### src/rtl/multicycle_control_pkg.sv
// Shared encodings for the multicycle RV32I sequencing FSM: states, opcodes,
// datapath select codes and the opcode-class decode.
package mc_ctrl_pkg;

  localparam int unsigned STATE_W  = 4;
  localparam int unsigned OPCODE_W = 7;
  localparam int unsigned SEL_W    = 2;
  localparam int unsigned COUNT_W  = 32;

  localparam logic [STATE_W-1:0] FETCH      = 4'd0;
  localparam logic [STATE_W-1:0] FETCH_WAIT = 4'd1;
  localparam logic [STATE_W-1:0] DECODE     = 4'd2;
  localparam logic [STATE_W-1:0] EXECUTE    = 4'd3;
  localparam logic [STATE_W-1:0] MEM_ADDR   = 4'd4;
  localparam logic [STATE_W-1:0] MEM_READ   = 4'd5;
  localparam logic [STATE_W-1:0] MEM_WRITE  = 4'd6;
  localparam logic [STATE_W-1:0] WRITEBACK  = 4'd7;
  localparam logic [STATE_W-1:0] BRANCH     = 4'd8;
  localparam logic [STATE_W-1:0] JUMP       = 4'd9;
  localparam logic [STATE_W-1:0] HALT       = 4'd10;

  localparam logic [OPCODE_W-1:0] OP_R      = 7'b0110011;
  localparam logic [OPCODE_W-1:0] OP_I      = 7'b0010011;
  localparam logic [OPCODE_W-1:0] OP_LUI    = 7'b0110111;
  localparam logic [OPCODE_W-1:0] OP_AUIPC  = 7'b0010111;
  localparam logic [OPCODE_W-1:0] OP_LOAD   = 7'b0000011;
  localparam logic [OPCODE_W-1:0] OP_STORE  = 7'b0100011;
  localparam logic [OPCODE_W-1:0] OP_BRANCH = 7'b1100011;
  localparam logic [OPCODE_W-1:0] OP_JAL    = 7'b1101111;
  localparam logic [OPCODE_W-1:0] OP_JALR   = 7'b1100111;
  localparam logic [OPCODE_W-1:0] OP_FENCE  = 7'b0001111;
  localparam logic [OPCODE_W-1:0] OP_SYSTEM = 7'b1110011;

  localparam logic [SEL_W-1:0] RES_ALU   = 2'd0;
  localparam logic [SEL_W-1:0] RES_MEM   = 2'd1;
  localparam logic [SEL_W-1:0] RES_PC4   = 2'd2;
  localparam logic [SEL_W-1:0] A_RS1     = 2'd0;
  localparam logic [SEL_W-1:0] A_PC      = 2'd1;
  localparam logic [SEL_W-1:0] A_ZERO    = 2'd2;
  localparam logic [SEL_W-1:0] B_RS2     = 2'd0;
  localparam logic [SEL_W-1:0] B_IMM     = 2'd1;
  localparam logic [SEL_W-1:0] B_FOUR    = 2'd2;
  localparam logic [SEL_W-1:0] ALU_ADD   = 2'd0;
  localparam logic [SEL_W-1:0] ALU_FUNCT = 2'd1;
  localparam logic [SEL_W-1:0] ALU_CMP   = 2'd2;

  typedef enum logic [3:0] {
    CL_ALU_R, CL_ALU_I, CL_LUI, CL_AUIPC, CL_LOAD, CL_STORE,
    CL_BRANCH, CL_JAL, CL_JALR, CL_FENCE, CL_SYSTEM, CL_ILLEGAL
  } op_class_e;

  function automatic op_class_e classify(input logic [OPCODE_W-1:0] op);
    case (op)
      OP_R:      return CL_ALU_R;
      OP_I:      return CL_ALU_I;
      OP_LUI:    return CL_LUI;
      OP_AUIPC:  return CL_AUIPC;
      OP_LOAD:   return CL_LOAD;
      OP_STORE:  return CL_STORE;
      OP_BRANCH: return CL_BRANCH;
      OP_JAL:    return CL_JAL;
      OP_JALR:   return CL_JALR;
      OP_FENCE:  return CL_FENCE;
      OP_SYSTEM: return CL_SYSTEM;
      default:   return CL_ILLEGAL;
    endcase
  endfunction

endpackage

### src/rtl/multicycle_control_if.sv
// Controller <-> datapath strobe/select bundle.
interface multicycle_control_if;
  import mc_ctrl_pkg::*;

  logic [OPCODE_W-1:0] opcode;
  logic                branch_taken;
  logic                pc_write_en;
  logic                pc_src_sel;
  logic                ir_write_en;
  logic                mem_addr_sel;
  logic                memory_write_en;
  logic                register_write_en;
  logic [SEL_W-1:0]    result_sel;
  logic [SEL_W-1:0]    alu_a_sel;
  logic [SEL_W-1:0]    alu_b_sel;
  logic [SEL_W-1:0]    alu_op;
  logic                halted;
  logic                illegal_instr;
  logic                instr_retired;
  logic [COUNT_W-1:0]  retired_count;

  modport master (
    input  opcode, branch_taken,
    output pc_write_en, pc_src_sel, ir_write_en, mem_addr_sel, memory_write_en,
           register_write_en, result_sel, alu_a_sel, alu_b_sel, alu_op,
           halted, illegal_instr, instr_retired, retired_count
  );

  modport slave (
    output opcode, branch_taken,
    input  pc_write_en, pc_src_sel, ir_write_en, mem_addr_sel, memory_write_en,
           register_write_en, result_sel, alu_a_sel, alu_b_sel, alu_op,
           halted, illegal_instr, instr_retired, retired_count
  );
endinterface

### src/rtl/multicycle_control.sv
// Multicycle RV32I sequencing FSM: Moore strobes per state, memory wait
// counter, sticky halt/illegal flags and a retired-instruction counter.
module multicycle_control
  import mc_ctrl_pkg::*;
#(
  parameter int unsigned MEM_LATENCY = 1
) (
  input logic                  clk,
  input logic                  reset,
  multicycle_control_if.master bus
);

  localparam int unsigned WAIT_W = (MEM_LATENCY > 1) ? $clog2(MEM_LATENCY) : 1;
  localparam logic [WAIT_W-1:0] WAIT_LOAD = WAIT_W'(MEM_LATENCY - 1);

  logic [STATE_W-1:0] state_q, state_d;
  logic [WAIT_W-1:0]  wait_q, wait_d;
  op_class_e          class_q, class_d, dec_class;
  logic               illegal_q, illegal_d;
  logic [COUNT_W-1:0] count_q;
  logic               retire;

  assign dec_class = classify(bus.opcode);

  // State, wait counter, latched opcode class and sticky flags
  always_ff @(posedge clk or posedge reset) begin
    if (reset) begin
      state_q   <= FETCH;
      wait_q    <= '0;
      class_q   <= CL_ILLEGAL;
      illegal_q <= 1'b0;
      count_q   <= '0;
    end else begin
      state_q   <= state_d;
      wait_q    <= wait_d;
      class_q   <= class_d;
      illegal_q <= illegal_d;
      if (retire) count_q <= count_q + COUNT_W'(1);
    end
  end

  // Next state and per-state strobes
  always_comb begin
    state_d               = state_q;
    wait_d                = wait_q;
    class_d               = class_q;
    illegal_d             = illegal_q;
    retire                = 1'b0;
    bus.pc_src_sel        = 1'b0;
    bus.ir_write_en       = 1'b0;
    bus.mem_addr_sel      = 1'b0;
    bus.memory_write_en   = 1'b0;
    bus.register_write_en = 1'b0;
    bus.result_sel        = RES_ALU;
    bus.alu_a_sel         = A_RS1;
    bus.alu_b_sel         = B_RS2;
    bus.alu_op            = ALU_ADD;

    case (state_q)
      FETCH: begin
        state_d = FETCH_WAIT;
        wait_d  = WAIT_LOAD;
      end
      FETCH_WAIT: begin
        if (wait_q == '0) begin
          bus.ir_write_en = 1'b1;
          state_d         = DECODE;
        end else begin
          wait_d = WAIT_W'(wait_q - 1'b1);
        end
      end
      DECODE: begin
        // Branch/JAL target PC+imm is formed here and held in the ALU register
        bus.alu_a_sel = A_PC;
        bus.alu_b_sel = B_IMM;
        class_d       = dec_class;
        case (dec_class)
          CL_ALU_R, CL_ALU_I, CL_LUI, CL_AUIPC, CL_JALR: state_d = EXECUTE;
          CL_LOAD, CL_STORE:                             state_d = MEM_ADDR;
          CL_BRANCH:                                     state_d = BRANCH;
          CL_JAL:                                        state_d = JUMP;
          CL_FENCE: begin
            retire  = 1'b1;
            state_d = FETCH;
          end
          CL_SYSTEM: state_d = HALT;
          default: begin
            illegal_d = 1'b1;
            state_d   = HALT;
          end
        endcase
      end
      EXECUTE: begin
        case (class_q)
          CL_ALU_R: bus.alu_op = ALU_FUNCT;
          CL_ALU_I: begin
            bus.alu_b_sel = B_IMM;
            bus.alu_op    = ALU_FUNCT;
          end
          CL_LUI: begin
            bus.alu_a_sel = A_ZERO;
            bus.alu_b_sel = B_IMM;
          end
          CL_AUIPC: begin
            bus.alu_a_sel = A_PC;
            bus.alu_b_sel = B_IMM;
          end
          default: bus.alu_b_sel = B_IMM;
        endcase
        state_d = (class_q == CL_JALR) ? JUMP : WRITEBACK;
      end
      MEM_ADDR: begin
        bus.alu_b_sel = B_IMM;
        wait_d        = WAIT_LOAD;
        state_d       = (class_q == CL_LOAD) ? MEM_READ : MEM_WRITE;
      end
      MEM_READ: begin
        bus.mem_addr_sel = 1'b1;
        if (wait_q == '0) state_d = WRITEBACK;
        else              wait_d  = WAIT_W'(wait_q - 1'b1);
      end
      MEM_WRITE: begin
        bus.mem_addr_sel    = 1'b1;
        bus.memory_write_en = 1'b1;
        retire              = 1'b1;
        state_d             = FETCH;
      end
      WRITEBACK: begin
        bus.register_write_en = 1'b1;
        bus.result_sel        = (class_q == CL_LOAD) ? RES_MEM : RES_ALU;
        retire                = 1'b1;
        state_d               = FETCH;
      end
      BRANCH: begin
        bus.alu_op     = ALU_CMP;
        bus.pc_src_sel = bus.branch_taken;
        retire         = 1'b1;
        state_d        = FETCH;
      end
      JUMP: begin
        bus.register_write_en = 1'b1;
        bus.result_sel        = RES_PC4;
        bus.pc_src_sel        = 1'b1;
        retire                = 1'b1;
        state_d               = FETCH;
      end
      HALT:    state_d = HALT;
      default: state_d = FETCH;
    endcase
  end

  assign bus.pc_write_en   = retire;
  assign bus.instr_retired = retire;
  assign bus.halted        = (state_q == HALT);
  assign bus.illegal_instr = illegal_q;
  assign bus.retired_count = count_q;

endmodule

### src/flat_wrapper.sv
// flat-port wrapper written by rule: the top's interface ports become plain ports
module multicycle_control_flat import mc_ctrl_pkg::*;
#(
  parameter int unsigned MEM_LATENCY = 1
)
  (clk, reset, bus_opcode, bus_branch_taken, bus_pc_write_en, bus_pc_src_sel, bus_ir_write_en, bus_mem_addr_sel, bus_memory_write_en, bus_register_write_en, bus_result_sel, bus_alu_a_sel, bus_alu_b_sel, bus_alu_op, bus_halted, bus_illegal_instr, bus_instr_retired, bus_retired_count);
  multicycle_control_if bus_i ();
  input logic clk;
  input logic reset;
  input wire logic [$bits(bus_i.opcode)-1:0] bus_opcode;
  input wire logic [$bits(bus_i.branch_taken)-1:0] bus_branch_taken;
  output wire logic [$bits(bus_i.pc_write_en)-1:0] bus_pc_write_en;
  output wire logic [$bits(bus_i.pc_src_sel)-1:0] bus_pc_src_sel;
  output wire logic [$bits(bus_i.ir_write_en)-1:0] bus_ir_write_en;
  output wire logic [$bits(bus_i.mem_addr_sel)-1:0] bus_mem_addr_sel;
  output wire logic [$bits(bus_i.memory_write_en)-1:0] bus_memory_write_en;
  output wire logic [$bits(bus_i.register_write_en)-1:0] bus_register_write_en;
  output wire logic [$bits(bus_i.result_sel)-1:0] bus_result_sel;
  output wire logic [$bits(bus_i.alu_a_sel)-1:0] bus_alu_a_sel;
  output wire logic [$bits(bus_i.alu_b_sel)-1:0] bus_alu_b_sel;
  output wire logic [$bits(bus_i.alu_op)-1:0] bus_alu_op;
  output wire logic [$bits(bus_i.halted)-1:0] bus_halted;
  output wire logic [$bits(bus_i.illegal_instr)-1:0] bus_illegal_instr;
  output wire logic [$bits(bus_i.instr_retired)-1:0] bus_instr_retired;
  output wire logic [$bits(bus_i.retired_count)-1:0] bus_retired_count;
  assign bus_i.opcode = bus_opcode;
  assign bus_i.branch_taken = bus_branch_taken;
  assign bus_pc_write_en = bus_i.pc_write_en;
  assign bus_pc_src_sel = bus_i.pc_src_sel;
  assign bus_ir_write_en = bus_i.ir_write_en;
  assign bus_mem_addr_sel = bus_i.mem_addr_sel;
  assign bus_memory_write_en = bus_i.memory_write_en;
  assign bus_register_write_en = bus_i.register_write_en;
  assign bus_result_sel = bus_i.result_sel;
  assign bus_alu_a_sel = bus_i.alu_a_sel;
  assign bus_alu_b_sel = bus_i.alu_b_sel;
  assign bus_alu_op = bus_i.alu_op;
  assign bus_halted = bus_i.halted;
  assign bus_illegal_instr = bus_i.illegal_instr;
  assign bus_instr_retired = bus_i.instr_retired;
  assign bus_retired_count = bus_i.retired_count;
  multicycle_control #(.MEM_LATENCY(MEM_LATENCY)) u_core (.clk(clk), .reset(reset), .bus(bus_i));
endmodule
### config.mk
export PLATFORM = sky130hd
export DESIGN_NAME = multicycle_control_flat
export DESIGN_NICKNAME = d
export VERILOG_FILES = /design/src/rtl/multicycle_control_pkg.sv /design/src/rtl/multicycle_control_if.sv /design/src/rtl/multicycle_control.sv /design/src/flat_wrapper.sv
export SDC_FILE = /design/constraint.sdc
export NUM_CORES = 1
export LEC_CHECK = 0
export CORE_MARGIN = 10
export CORE_UTILIZATION = 60
export CTS_CLUSTER_SIZE = 16
export DETAILED_ROUTE_END_ITERATION = 12
export DONT_BUFFER_PORTS = 1
export GPL_TIMING_DRIVEN = 0
export PLACE_DENSITY_LB_ADDON = 0.08
export SLEW_MARGIN = 20
export SYNTH_ARGS = -nofsm -noshare
export SYNTH_HDL_FRONTEND = slang
export SYNTH_SLANG_ARGS = --single-unit
export TNS_END_PERCENT = 30
### constraint.sdc
create_clock -name clk -period 2.5 [get_ports clk]
set_clock_uncertainty 0.1 [all_clocks]
set_input_delay 0.25 -clock clk [delete_from_list [all_inputs] [get_ports clk]]
set_output_delay 0.25 -clock clk [all_outputs]
set_load 0.05 [all_outputs]
## Yosys cells after proc, flatten, opt, wreduce, memory -nomap -nowiden

Cells that the tools add are included.

- Input bits: 10
- Register bits: 42

- Bitwise logic cells: 1
- Equality and inequality tests: 38
- Reductions and logical operators: 16
- Add/sub/neg operators: 2
- Multiplexer cells: 25

Operators by type and width:

| kind | count |
|---|---|
| 4-bit case mux with 11 select lines | 1 |
| 4-bit by 3-bit == test with 1-bit output (second input constant) | 9 |
| 32-bit by 1-bit adder with 32-bit output (second input constant) | 1 |
| 4-bit == test (second input constant) | 7 |
| 7-bit == test (second input constant) | 4 |
| 4-bit case mux with 7 select lines | 1 |
| 4-bit by 2-bit == test with 1-bit output (second input constant) | 6 |
| 7-bit by 6-bit == test with 1-bit output (second input constant) | 3 |
| 2-bit case mux with 2 select lines | 5 |
| 4-bit case mux with 5 select lines | 1 |
| 7-bit by 5-bit == test with 1-bit output (second input constant) | 2 |
| 2-bit OR reduction | 7 |
| 4-bit by 1-bit == test with 1-bit output (second input constant) | 3 |
| 4-bit logical NOT | 3 |
| 4-bit 2-to-1 mux | 3 |
| 11-bit OR reduction | 1 |
| 1-bit 2-to-1 mux | 10 |
| 7-bit by 2-bit == test with 1-bit output (second input constant) | 1 |
| 7-bit by 4-bit == test with 1-bit output (second input constant) | 1 |
| 1-bit case mux with 2 select lines | 3 |
| 5-bit OR reduction | 1 |
| 2-bit inequality test (second input constant) | 2 |
| 2-bit AND reduction | 2 |
| 4-bit OR reduction | 1 |
| other kinds (4) | 4 |

## Depth between registers and ports, before layout

Gate-level depths: netlist of run 1.

- Depth in word-level cells: 6
- Gate-level depth with buffers: 6
- Mapped depth without buffers: 5

## Worst setup path before layout of run 1

No wires, ideal clock.

- Path type: register to output
- From: register u_core.state_q[1]
- To: output bus_alu_a_sel[0]
- Data arrival time: 2.255 ns
- Setup slack: -0.105 ns
- Buffers on the path: 1
- Required time: 2.150 ns
- Stages on the path, launching flop included: 6
- Path through: dfrtp_1 -> clkbuf_1 -> nand2_1 -> nor4b_1 -> nand2_1 -> o21ai_0

- Cells in the longest elaborated chain, start to end: 2

RTL lines:

| element | line | source |
|---|---|---|
| from (decl) | multicycle_control.sv:16 | `logic [STATE_W-1:0] state_q, state_d;` |
| from (signal assigned) | multicycle_control.sv:34 | `state_q <= state_d;` |
| 4-bit by 2-bit == test with 1-bit output | multicycle_control.sv:59 | `case (state_q)` |
| 2-bit case mux with 2 select lines * | multicycle_control.sv:59 |  |
| to (decl) | flat_wrapper.sv:19 | `output wire logic [$bits(bus_i.alu_a_sel)-1:0] bus_alu_a_sel;` |

Mark *: on every way between the ends. The rest lies on a longest branch, timed or not.

## Worst setup path after layout of run 1

- From: register u_core.state_q[2]
- To: output bus_result_sel[0]

- Cells in the longest elaborated chain, start to end: 2

RTL lines:

| element | line | source |
|---|---|---|
| 4-bit == test or 4-bit by 3-bit == test with 1-bit output (tied branches) | multicycle_control.sv:59 |  |
| 2-bit case mux with 2 select lines * | multicycle_control.sv:59 |  |
| to (decl) | flat_wrapper.sv:18 | `output wire logic [$bits(bus_i.result_sel)-1:0] bus_result_sel;` |

Marked as above.

==> results of run 1 <==
## synth_stat cells, types with 3 or more instances
master    number  area (µm²)
a21oi_1       10       50.05
a31oi_1        6       37.54
and3_1         5       31.28
and3b_1        4       35.03
clkbuf_1       7       26.28
dfrtp_1       38       950.9
dfstp_2        3       78.83
inv_1          5       18.77
nand2_1       22       82.58
nand2b_1       6       37.54
nand3_1       18       90.09
nand3b_1       3       22.52
nand4_1       10       62.56
nor2_1        11       41.29
nor2b_1        6       37.54
nor3_1         5       25.02
nor4_1         3       18.77
o21ai_0        8       40.04
xnor2_1       28       245.2
xor2_1         4       35.03
## cell families (layout without fill, tap and decap cells)
kind of cell,count (synthesis),after routing,synth area share (%)
XOR/XNOR,32,32,12.04
adder cells (fa/ha/maj),1,1,0.5375
multiplexers,3,3,1.398
other,1,1,0.1611
buffers and inverters,17,29,3.172
flip-flops,41,41,44.25
AO/OA/AOI/OAI,38,38,12.15
AND/OR/NAND/NOR,105,105,26.29
## where the power goes
group	internal (µW)	switching, µW	leakage, µW
combinational	286	651	0.000426
clock	326	223	0.0000585
sequential	774	306	0.000526
total	1390	1180	0.00101
## sequential cells by signal (all words and copies together) (netlist names)
register and count:
u_core.state_q 4, u_core.bus.retired_count 32, u_core.bus.illegal_instr 1, u_core.class_q 4
## worst max path at each step
stage                           startpoint                      endpoint  slack (ps)  cells after the start
2_1_floorplan  u_core.bus.retired_count[4]  u_core.bus.retired_count[22]         100                      6
6_report                 u_core.state_q[2]             bus_result_sel[0]          70                      4
5_1_grt                  u_core.state_q[2]             bus_result_sel[0]         -70                      4
4_1_cts                  u_core.state_q[2]              bus_mem_addr_sel           3                      4
3_3_place_gp   u_core.bus.retired_count[4]  u_core.bus.retired_count[30]        -160                      6
3_5_place_dp   u_core.bus.retired_count[4]  u_core.bus.retired_count[30]        -210                      6
## layer usage
layer,vias up,track usage (%)
li1,871,-
met1,855,20.81
met2,65,25.66
met3,5,6.479
met4,0,4.592
met5,-,0
## through the flow
stage                     instances  power (µW)  hold slack (ps)
after floorplan                 238        1803            325.7
after global placement          286        1932            385.5
after detailed placement        287        1966            89.00
after CTS                       298        2550            62.49
after global routing            298        2721            68.02
final                           298        2565            59.76
## final cells by class
| type | count | area (µm²) | area share [%] |
|---|---|---|---|
| timing repair buffer | 4 | 52.55 | 2.003 |
| inverter | 5 | 18.77 | 0.7153 |
| sequential | 41 | 1037 | 39.53 |
| multi-input combinational | 180 | 1282 | 48.88 |
| clock inverter | 1 | 30.03 | 1.144 |
| buffer | 12 | 56.30 | 2.146 |
| tap | 48 | 60.06 | 2.289 |
| clock buffer | 7 | 86.33 | 3.290 |
## layout by cell type, fill, tap and decap left out, drive strengths merged, types with 2 or more instances in the layout
master and n:
nand3 18, xor2 4, or3 2, nand4 11, o21ai 9, xnor2 28, dfrtp 38, nor4b 2
nor3 5, nor3b 3, dfstp 3, nand2 22, a2111oi 3, nand2b 6, a31oi 6, nor2 11
nor4 3, nor2b 6, and3 5, o22ai 2, a21oi 10, inv 5, nand3b 3, clkbuf 14
buf 8, o211ai 2, and3b 4, mux2 2
## timing repair
item	4_1_cts	5_1_grt
pin swaps	2	1
gates resized for setup	8	10
hold endpoints to repair	20	0
endpoints found under the setup margin	25	23
setup buffers	2	0
hold buffers	1	0
==> summary.md, run 1 <==
| Metric | Value |
|---|---|
| Status | finished, final reports clean |
| WHS Path Cells | 2 |
| Largest net degree at the start of global routing | 22 |
| Wl on met1 | 2252 µm |
| Met2 WL | 2520 µm |
| PD cells | roughly 1000 nW/µm² |
| Setup WS post-layout | 70.46 ps |
| TNS Setup | 0 ps |
| CTS tree | done |
| Placement Cell Area | 2430 µm² |
| Vias | 1796 |
| Leak | 0.001010 µW |
| RSZ-0062 raised after global routing | true |
| Crit path max-delay cell type | nor3_2 |
| CTS Sinks | 41 |
| Crit start category | flop |
| Worst Path Max Fanout | 10 |
| TritonCTS Buffers | 5 |
| Cells after Synth | between 200 and 250 |
| Final min period | 2430 ps |
| Final wirelength | between 5000 and 6000 µm |
| I/O Buffers | 0 |
| Post-route ant nets | 0 |
| Detailed placer's ending HPWL | between 3000 and 4000 µm |
| Post-synthesis sequential area ratio | 44.25% |
| R2R cell count | 5 |
| I/O pin count | between 50 and 60 |
| Fmax | 0.4116 GHz |
| Congestion Overflow GR | 0 |
| CP Data Required Time | 2150 ps |
| Clk pin slew, worst setup/hold paths | approximately 80 ps |
| Hold path start | bus_opcode[0] |
| RR Startpoint | u_core.bus.retired_count[15] |
| Reg2Reg Capture Point | u_core.bus.retired_count[30] |
| CP Capture Type | output port |
| Worst setup path category | reg -> out |
| H-tree levels | 2 |
| Synth async-reset ratio | 100.0% |
| DR pass1 iterations | 4 |
| CTS root buf | clkbuf_8 |
| Hold Crit Endpoint | u_core.state_q[2] |
| Flop2flop setup slack | 150 ps |
| Relative slew slack | 35.16% |
| GPL Wtd Cong | 0.8293 |
| Post-synth cell types | 48 |
| Ant. Diodes | 0 |
| Avg WL per Cell | around 18 µm |
| #FFs+latches synth | 41 |
| Vias per std cell | 6.027 |
| Die Area | just under 7000 µm² |
| Endpoints failing setup | 0 |
| Met3 WL | 506 µm |
| Syn_area_per_cell | 9.778 µm² |
| Chip height | approximately 82 µm |
| Iteration-0 DRC count of the detailed router | 151 |
| Number of global-route vias before repair | 1799 |
| Die Width | 82.28 µm |
| Nets | 260 |
| Gr usage total | 16.49% |
| First-pass GRT wire length | roughly 8900 µm |
| Worst path cell trace | buf_2 > clkbuf_1 > nand2_1 > nor3_2 |
| Mapped Area | between 2000 and 2500 µm² |
| Syn nets | approximately 250 |
| Core box area | around 3700 µm² |
| Layout area overhead | 12.74% |
| VDD IR-drop max | ~0.74 mV |
| Initial antenna violation count | 0 |
| Clock buffer depth | 2 |
| Final Cycle Share | 97.18% |
| Final instance area | 2624 µm² |
| DRC | 0 |
| Starting Density | 62.63% |
| Worst Path Buf+Inv | 2 |
| Worst path top cell family by delay | simple AND/OR/NAND/NOR gates |
| Synth Flop Type | dfrtp_1 |
| Placement Rows | 22 |
| Yosys warns | 0 |
| Place WS | -212.5 ps |
| Fillers | 304 |
| Clock latency on the worst-skew pair | 290 ps |
| Hold crit path type | in -> reg |
| Max Cap Viol | 0 |
| Slowest cell delay on critical path | 730 ps |
| Max-slew violation count | 0 |
| Worst slew pin tran | slightly below 1000 ps |
| Max layer used | met4 |
| Crit path DAT | 2080 ps |
| Final hold violation count | 0 |
| Layout cell share with drive strength beyond 1 | a little under a fifth |
| Post-layout util | 70.61% |
| EDFF count, synth | 0 |
Power figures use the tool's default switching activity.
==> run 2, diff against run 1 <==
--- a/config.mk
+++ b/config.mk
@@ -6,11 +6,11 @@
 export NUM_CORES = 1
 export LEC_CHECK = 0
 export CORE_MARGIN = 10
-export CORE_UTILIZATION = 60
+export CORE_UTILIZATION = 45
 export CTS_CLUSTER_SIZE = 16
 export DETAILED_ROUTE_END_ITERATION = 12
 export DONT_BUFFER_PORTS = 1
-export GPL_TIMING_DRIVEN = 0
+export GPL_TIMING_DRIVEN = 1
 export PLACE_DENSITY_LB_ADDON = 0.08
 export SLEW_MARGIN = 20
 export SYNTH_ARGS = -nofsm -noshare
==> run 2 against run 1 <==
  * Sequential share of layout area decreased by 3.4 points
  * Utilization down 14 points
  * Non-clock buffer count rose by 33
  * Sequential cell count is the same
  * Cell area up 8.7%
  * Count of clock-buffer cells in the layout stayed put
  * First-iteration DRC count decreased by 54%
  * Register-to-register slack gained 130 ps
  * Worst hold slack worse by 19 ps
  * Die area is 25% higher
  * Critical endpoint is now bus_alu_a_sel[0]
  * Largest power group is now combinational logic
==> summary.md, run 2 (synthesis results as in run 1) <==
| Metric | Value |
|---|---|
| Sw frac | 45.08% (-0.91 points) |
| Share of total power in the clock network | 18.2% (-3.2 points) |
| Slowest cell delay on critical path | 490 ps (-240 ps) |
| Die Area | 8448 µm² (+25%) |
| RSZ-0062 raised after global routing | false |
| R2R cell count | 6 (+1) |
| Final instance area | 2853 µm² (+8.7%) |
| I/O Buffers | 0 (unchanged) |
| I/O pin count | 59 (unchanged) |
| Hold crit path type | in -> reg |
| Detailed placer's ending HPWL | 4269 µm (+8.3%) |
| Status | finished, final reports clean |
| Max Cap Viol | 0 (unchanged) |
| Placement Rows | 26 (+18%) |
| Worst path cell trace | buf_4 > nand2_1 > nor4b_2 > nand2_1 > o21ai_1 > buf_4 |
| Vias | 1887 (+5.1%) |
| Layout cell share with drive strength beyond 1 | 25.80% (+7.4 points) |
| CTS tree | done |
| Worst Path Max Fanout | 8 (-2) |
| Gr usage total | 13.21% (-3.3 points) |
| Most frequent cells in the layout | 48 x buf_4, 38 x dfrtp_1, 28 x xnor2_1, 22 x nand2_1, 18 x nand3_1 |
| Leak | 0.001207 µW (+19%) |
| Post-CTS Setup Inserts | 0 (-2) |
| Flop pwr share | 33.8% (-8.3 points) |
| TritonCTS Buffers | 5 (unchanged) |
| Number of global-route vias before repair | 1885 (+4.8%) |
| GPL Wtd Cong | 0.8298 (about the same) |
| Fmax | 0.4448 GHz (+8.1%) |
| Avg WL per Cell | 15.77 µm (-12%) |
| WHS Path Cells | 2 (unchanged) |
| First-pass GRT wire length | 9315 µm (+5.1%) |
| DRC | 0 (unchanged) |
| Largest register FFs | 32 (unchanged) |
| Vias per std cell | 5.346 (-11%) |
| Iteration-0 DRC count of the detailed router | 69 (-54%) |
| Commonest non-fill, non-tap cell in the layout | buf_4 |
| Placement Cell Area | 2735 µm² (+13%) |
| Worst setup path category | reg -> out |
| Clock latency on the worst-skew pair | 290 ps (about the same) |
| TNS Setup | 0 ps (unchanged) |
| CP Capture Type | output port |
| P_sw | 1176 µW (-0.28%) |
| Layout area overhead | 22.58% |
| Core box area | 5075 µm² (+37%) |
| Largest net degree at the start of global routing | 42 (+91%) |
| Congestion Overflow GR | 0 (unchanged) |
| H-tree levels | 2 (unchanged) |
| Final Cycle Share | 89.92% (-7.3 points) |
| DR pass1 iterations | 4 (unchanged) |
| Clk pin slew, worst setup/hold paths | 80 ps (about the same) |
| Starting Density | 45.86% (-17 points) |
| Clock buffer depth | 2 (unchanged) |
| Max-slew violation count | 0 (unchanged) |
| Pint | 1433 µW (+3.4%) |
| CTS root buf | clkbuf_8 |
| Worst slew pin tran | 580.1 ps (-388.9 ps) |
| CTS Sinks | 41 (unchanged) |
| Combinational group share of total power | 48.0% (+12 points) |
| Die Width | 91.92 µm (+12%) |
| Ant. Diodes | 0 (unchanged) |
| Nets | 293 (+13%) |
| CP Data Required Time | 2150 ps (about the same) |
| Final wirelength | 5568 µm (+4.5%) |
| Final min period | 2248 ps (-181.5 ps) |
| PD cells | 914.8 nW/µm² (-6.4%) |
| Post-route ant nets | 0 (unchanged) |
| Relative slew slack | 60.33% (+25 points) |
| Crit path max-delay cell type | dfrtp_1 |
| Initial antenna violation count | 0 (unchanged) |
| Chip height | 91.92 µm (+12%) |
| Crit start category | flop |
| VDD IR-drop max | 0.4173 mV (-44%) |
| Endpoints failing setup | 0 (unchanged) |
| Crit path DAT | 1900 ps (-180 ps) |
| Final hold violation count | 0 (unchanged) |
| Tot Pwr | 2610 µW (+1.7%) |
-- run 2: routing by layer --
metal	GRT usage, %	up-vias	wire [µm]	part of all wire, %
met5	0	-	0	0
met4	3.470	0	50	0.90
met3	4.890	7	501	9.0
met2	19.65	56	2426	44
met1	17.62	888	2590	47
li1	-	936	-	-
-- run 2: cell type report --
class	instances	area [µm²]
clock buffers	7	96.34
clock inverters	1	5.005
fillers	476	2222
inverters	5	18.77
multi-input cells	180	1245
flip-flops and latches	41	1030
well taps	70	87.58
repair buffers	49	370.4
-- run 2: stage by stage --
stage / utilization, % / hold slack (ps) / setup WS [ps] / cells
6_report: 56.21 / 40.88 / 251.9 / 353
5_1_grt: 56.21 / 90.13 / 87.89 / 353
4_1_cts: 56.09 / 30.75 / 105.8 / 353
3_5_place_dp: 53.90 / 201.3 / 297.6 / 344
3_3_place_gp: 53.90 / 203.6 / 378.5 / 344
2_1_floorplan: - / 325.7 / 101.8 / 238
-- run 2: worst paths after layout --
kind | from | to | slack (ps)
worst max-delay path | u_core.state_q[1] | bus_alu_a_sel[0] | 250
worst min-delay path | bus_opcode[3] | u_core.class_q[0] | 40
worst max register to register | u_core.state_q[3] | u_core.bus.retired_count[30] | 280
worst min register to register | u_core.class_q[0] | u_core.class_q[0] | 400
max in group asynchronous | reset | u_core.class_q[3] | 1510
min in group asynchronous | reset | u_core.bus.retired_count[29] | 420
-- run 2: what timing repair did --
| item | in CTS | in global routing |
|---|---|---|
| hold buffers | 1 | 0 |
| endpoints found under the hold margin | 38 | 0 |
| setup endpoints to repair | 0 | 2 |
| resized for setup | 0 | 1 |
-- run 2: power by group through the flow --
stage | Clock, µW | Sequential [µW] | Combinational [µW]
finish | 474 | 883 | 1250
global route | 522 | 902 | 1340
CTS | 488 | 880 | 1260
detailed placement | 0 | 892 | 1250
global placement | 0 | 890 | 1250
floorplan | 0 | 1050 | 754
-- run 2: worst max-delay path: cells and delay by family (launching register included) --
family | cells | cell delay (ps)
AND/OR/NAND/NOR | 3 | 560
buffers and inverters | 2 | 410
flip-flops | 1 | 490
AO/OA/AOI/OAI | 1 | 140
